===== src/rtl/tail_sprite_reader.sv =====
// tail_sprite_reader: per-scanline sprite ROM row fetch, MSB-first pixel serialiser and animation frame counter
module tail_sprite_reader #(
  parameter int ANIM_DIV = 8,
  parameter int XW = 10,
  parameter int YW = 10
) (
  input  logic          clk,
  input  logic          rst_n,
  input  logic          enable,
  input  logic          frame_tick,
  input  logic          line_start,
  input  logic [YW-1:0] line_v,
  input  logic          pix_en,
  input  logic [XW-1:0] hpos,
  input  logic [XW-1:0] spr_x,
  input  logic [YW-1:0] spr_y,
  output logic [3:0]    rom_y,
  output logic [1:0]    rom_frame,
  input  logic [15:0]   rom_bits,
  output logic          pixel_on,
  output logic [1:0]    anim_frame
);
  localparam int DW = ANIM_DIV > 1 ? $clog2(ANIM_DIV) : 1;
  typedef enum logic [1:0] {IDLE, FETCH, ARMED, SHIFT} state_t;
  state_t state_q, state_d;
  logic [DW-1:0] div_q, div_d;
  logic [1:0] anim_q, anim_d;
  logic [3:0] rom_y_q, rom_y_d;
  logic [15:0] row_q, row_d;
  logic [3:0] col_q, col_d;
  logic pixel_on_q, pixel_on_d;
  logic [YW:0] dy;
  logic dy_ok;
  logic div_wrap;
  assign dy = {1'b0, line_v} - {1'b0, spr_y};
  assign dy_ok = dy[YW:4] == '0;
  assign div_wrap = div_q == DW'(ANIM_DIV - 1);
  // animation divider: step the ROM frame once every ANIM_DIV video frames
  always_comb begin
    div_d = div_q;
    anim_d = anim_q;
    if (frame_tick) begin
      div_d = div_wrap ? '0 : div_q + 1'b1;
      anim_d = div_wrap ? anim_q + 2'd1 : anim_q;
    end
  end
  // row fetch and serialiser: line_start (re)arms, enable low forces idle
  always_comb begin
    state_d = state_q;
    rom_y_d = rom_y_q;
    row_d = row_q;
    col_d = col_q;
    pixel_on_d = pix_en ? 1'b0 : pixel_on_q;
    if (!enable) begin
      state_d = IDLE;
      pixel_on_d = 1'b0;
    end else if (line_start) begin
      state_d = dy_ok ? FETCH : IDLE;
      rom_y_d = dy_ok ? dy[3:0] : rom_y_q;
    end else begin
      case (state_q)
        FETCH: begin
          row_d = rom_bits;
          state_d = ARMED;
        end
        ARMED: if (pix_en && hpos == spr_x) begin
          pixel_on_d = row_q[15];
          col_d = 4'd1;
          state_d = SHIFT;
        end
        SHIFT: if (pix_en) begin
          pixel_on_d = row_q[~col_q];
          col_d = col_q + 4'd1;
          state_d = col_q == 4'd15 ? IDLE : SHIFT;
        end
        default: ;
      endcase
    end
  end
  // state registers
  always_ff @(posedge clk or negedge rst_n) begin
    if (!rst_n) begin
      state_q <= IDLE;
      div_q <= '0;
      anim_q <= 2'd0;
      rom_y_q <= 4'd0;
      row_q <= 16'd0;
      col_q <= 4'd0;
      pixel_on_q <= 1'b0;
    end else begin
      state_q <= state_d;
      div_q <= div_d;
      anim_q <= anim_d;
      rom_y_q <= rom_y_d;
      row_q <= row_d;
      col_q <= col_d;
      pixel_on_q <= pixel_on_d;
    end
  end
  assign rom_y = rom_y_q;
  assign rom_frame = anim_q;
  assign anim_frame = anim_q;
  assign pixel_on = pixel_on_q;
endmodule

===== config.mk =====
export PLATFORM = sky130hd
export DESIGN_NAME = tail_sprite_reader
export DESIGN_NICKNAME = d
export VERILOG_FILES = /design/src/rtl/tail_sprite_reader.sv
export SDC_FILE = /design/constraint.sdc
export NUM_CORES = 1
export LEC_CHECK = 0
export ABC_AREA = 1
export CORE_ASPECT_RATIO = 0.7
export CORE_MARGIN = 2
export CORE_UTILIZATION = 25
export CTS_CLUSTER_DIAMETER = 80
export DETAILED_ROUTE_END_ITERATION = 6
export GPL_TIMING_DRIVEN = 0
export SKIP_CTS_REPAIR_TIMING = 1
export SLEW_MARGIN = 20
export SYNTH_ARGS = -nofsm -noshare
export SYNTH_HDL_FRONTEND = slang
export SYNTH_SLANG_ARGS = --single-unit

===== constraint.sdc =====
create_clock -name clk -period 2.4 [get_ports clk]
set_input_delay 0.36 -clock clk [delete_from_list [all_inputs] [get_ports clk]]
set_output_delay 0.36 -clock clk [all_outputs]
set_load 0.005 [all_outputs]

==> flow_summary_export.csv <==
group,metric,value,unit
status,status,"finished, final reports clean",
placement,place_hpwl,4670,µm
cells_and_area,drive_gt1_frac,0.141,
logic_synthesis,synthAdderAreaFrac,0.0754,
logic_synthesis,synth_top_area_cell,"dfrtp_1",
pwr,p_per_area,521,mW/mm²
timing,slew_viol_final,0,
timing,max_freq,442,MHz
worst_setup_path,timing.rr.end,"row_q[1]",
logic_synthesis,ys_types,36,
worst_setup_path,critPathRequiredTime,2610,ps
route,wl,5720,µm
grt,grt_remaining_overflow,0,
worst_setup_path,r2r_slack,950,ps
cells_and_area,area_growth,42.5,%
floorplanning,start_util,0.253,
worst_setup_path,path_max_fanout,3,
pwr,comb_power_share,0.307,
worst_setup_path,crit_slowest_cell,"clkdlybuf4s50_1",
route,drt_first_pass_iters,4,
grt,grt_pass1_vias,2235,
floorplanning,die_h,86.4,µm
logic_synthesis,syn_inst,324,
placement,io_buffers,70,
clock_network,cts_max_level,2,
logic_synthesis,synth_top_cell_area_share,0.330,
clock_network,cts_tree,"built",
worst_setup_path,crit_chain,"clkdlybuf4s50_1, ha_2, inv_1, fa_2, nand3_1, nand2_2, nand2_1, nand3b_1, nor2_2, nand4_2, o21bai_1, nand2_1, nand2_1",
floorplanning,rows,30,
timing,rsz0062_at_grt,"false",
floorplanning,die_x,122,µm
worst_setup_path,cpMostUsedCell,"nand2_1",
pwr,intPower,0.00131,W
logic_synthesis,synth_compound_area_frac,0.0945,
pwr,swShare,0.274,
placement,globalplace.congestion,0.811,
timing,setup_viol_count_final,0,
worst_setup_path,cp-startpoint,"spr_y[0]",
grt,antenna_found_initial,0,
timing,finalCritPeriodShare,0.943,
pwr,clkPwrFrac,0.327,
timing,fin_crit,2260,ps
cells_and_area,nFillCells,1036,
logic_synthesis,async_reset_ff_frac,1.00,
logic_synthesis,ys.flop_type,"dfrtp_1",
pwr,power_frac_seq,0.365,
clock_network,clk_pin_slew,50,ps
clock_network,clkSinkCount,32,
min_path,hp-class,"input pin to asynchronous set/reset pin",
run,cap_violations,0,
logic_synthesis,synth_warnings,0,
worst_setup_path,reg2reg_from,"state_q[1]",
timing,relSlewSlack,0.821,
logic_synthesis,ys_seq_elements,32,
route,post-route-drc-count,0,
logic_synthesis,syn_area_per_cell,7.48,µm²
grt,grt_max_degree,27,
placement,pre_cts_slack,-187,ps
timing,finalHoldViolCount,0,
floorplanning,die_area,0.0105,mm²
logic_synthesis,synthMuxAreaShare,0.0743,
cells_and_area,layout.nets,479,
route,drtAntennaViolNets,0,
logic_synthesis,ys_seq_area_frac,0.330,
route,num_vias,2263,
worst_setup_path,worstPathArrival,2470,ps
floorplanning,core_area,0.00957,mm²
worst_setup_path,crit_type,"input pin to flip-flop",
pwr,peakVddDrop,0.000238,V
clock_network,clk_latency,270,ps
logic_synthesis,synth_nets,400,
logic_synthesis,synthTopCellsByArea,"dfrtp_1 (33%), nand2_1 (13%), inv_1 (8.5%)",
logic_synthesis,synth_area,0.00242,mm²
worst_setup_path,endpoint_kind,"flip-flop",
cells_and_area,fin_util,0.361,
logic_synthesis,ys_top_cells_by_count,"nand2_1 (83), inv_1 (55), dfrtp_1 (32)",
route,vias_per_cell,4.26,
route,wl_per_cell,10.8,µm
clock_network,cts_root_buf,"clkbuf_16",
pwr,switching_power,0.000493,W
pwr,p_leak,1.71,nW
timing,setup_slack,138,ps
worst_setup_path,slowest_delay,470,ps
clock_network,cts_buffer_depth,2,
logic_synthesis,synth_top_family_by_area,"simple AND/OR/NAND/NOR gates",
timing,worstMarginPinSlew,268,ps
floorplanning,io_pins,71,
worst_setup_path,ff2ff_path_depth,4,
cells_and_area,num_antenna_cells,0,
logic_synthesis,post_synth_and_or_nand_nor_area_fraction,0.295,
grt,grt.total_usage,0.113,
worst_setup_path,start_kind,"input pin",
clock_network,cts_buffers,5,
timing,fin_skew,4.01,ps
route,first_iter_violations,92,
logic_synthesis,synth_edf_count,0,
logic_synthesis,synthXorXnorAreaFrac,0.0289,
grt,grt_pass1_wl,9740,µm
logic_synthesis,synthMostInstantiatedCell,"nand2_1",
-- cells in the final DEF, fill, tap and decap left out, drive strengths merged, types with 10 or more instances in the layout --
cell,instances
nand2,88
clkdlybuf4s50,69
inv,56
dfrtp,32
nor2,31
o21ai,20
nand3,18
mux2,16
ha,13
a21oi,10
-- final cells by class --
| type | count | area (µm²) | share of cell area |
|---|---|---|---|
| multi-input cells | 230 | 1390 | 0.402 |
| plain buffers | 5 | 30.0 | 0.00870 |
| clock inverters | 1 | 5.00 | 0.00145 |
| repair buffers | 72 | 726 | 0.210 |
| flip-flops and latches | 32 | 801 | 0.232 |
| well taps | 128 | 160 | 0.0464 |
| inverters | 57 | 215 | 0.0623 |
| clock buffers | 6 | 129 | 0.0373 |
-- how the worst max path moves through the flow --
stage | end | slack [ps] | cells after the start
after floorplan | rom_y[3] | 460 | 14
final | state_q[0] | 140 | 13
after CTS | state_q[0] | 90 | 13
after global routing | state_q[0] | 10 | 13
after detailed placement | state_q[0] | -190 | 13
after global placement | state_q[0] | -190 | 13
-- metal layers --
layer / global-route usage / wire, µm
met2: 0.179 / 2390
met5: 0 / 0
met4: 0.0251 / 48
met1: 0.155 / 2940
met3: 0.0303 / 331
-- critical path, delay by kind of cell --
| kind | cells | cell delay [ps] |
|---|---|---|
| compound gates | 1 | 240 |
| fa+ha+maj | 2 | 540 |
| buf+inv | 2 | 550 |
| simple gates | 8 | 760 |
-- metrics by stage --
stage | cell area [µm²] | std cells | power (W) | hold WS [ps] | TNS [ps]
global placement | 3280 | 522 | 0.00119 | 462 | -875
global route | 3450 | 531 | 0.00192 | 483 | 0
CTS | 3430 | 530 | 0.00182 | -79.3 | 0
floorplan | 2420 | 324 | 0.000951 | 64.4 | 0
finish | 3450 | 531 | 0.00180 | 456 | 0
detailed placement | 3300 | 523 | 0.00122 | 213 | -878
-- flip-flops by register name, summed over array words and instances (netlist names) --
signal      flops
row_q          16
state_q         2
rom_y           4
pixel_on        1
col_q           4
anim_frame      2
div_q           3
-- cell families after synthesis --
kind of cell / Yosys count
compound gates: 38
xor+xnor: 8
fa+ha+maj: 14
buf+inv: 62
flops: 32
mux: 16
simple gates: 154
-- power by group through the flow --
stage	combinational, W	clock, W	sequential [W]
detailed placement	0.000557	0	0.000663
floorplan	0.000296	0	0.000655
global placement	0.000534	0	0.000660
global route	0.000623	0.000635	0.000664
finish	0.000553	0.000589	0.000657
CTS	0.000558	0.000605	0.000655
Power figures use the tool's default switching activity.
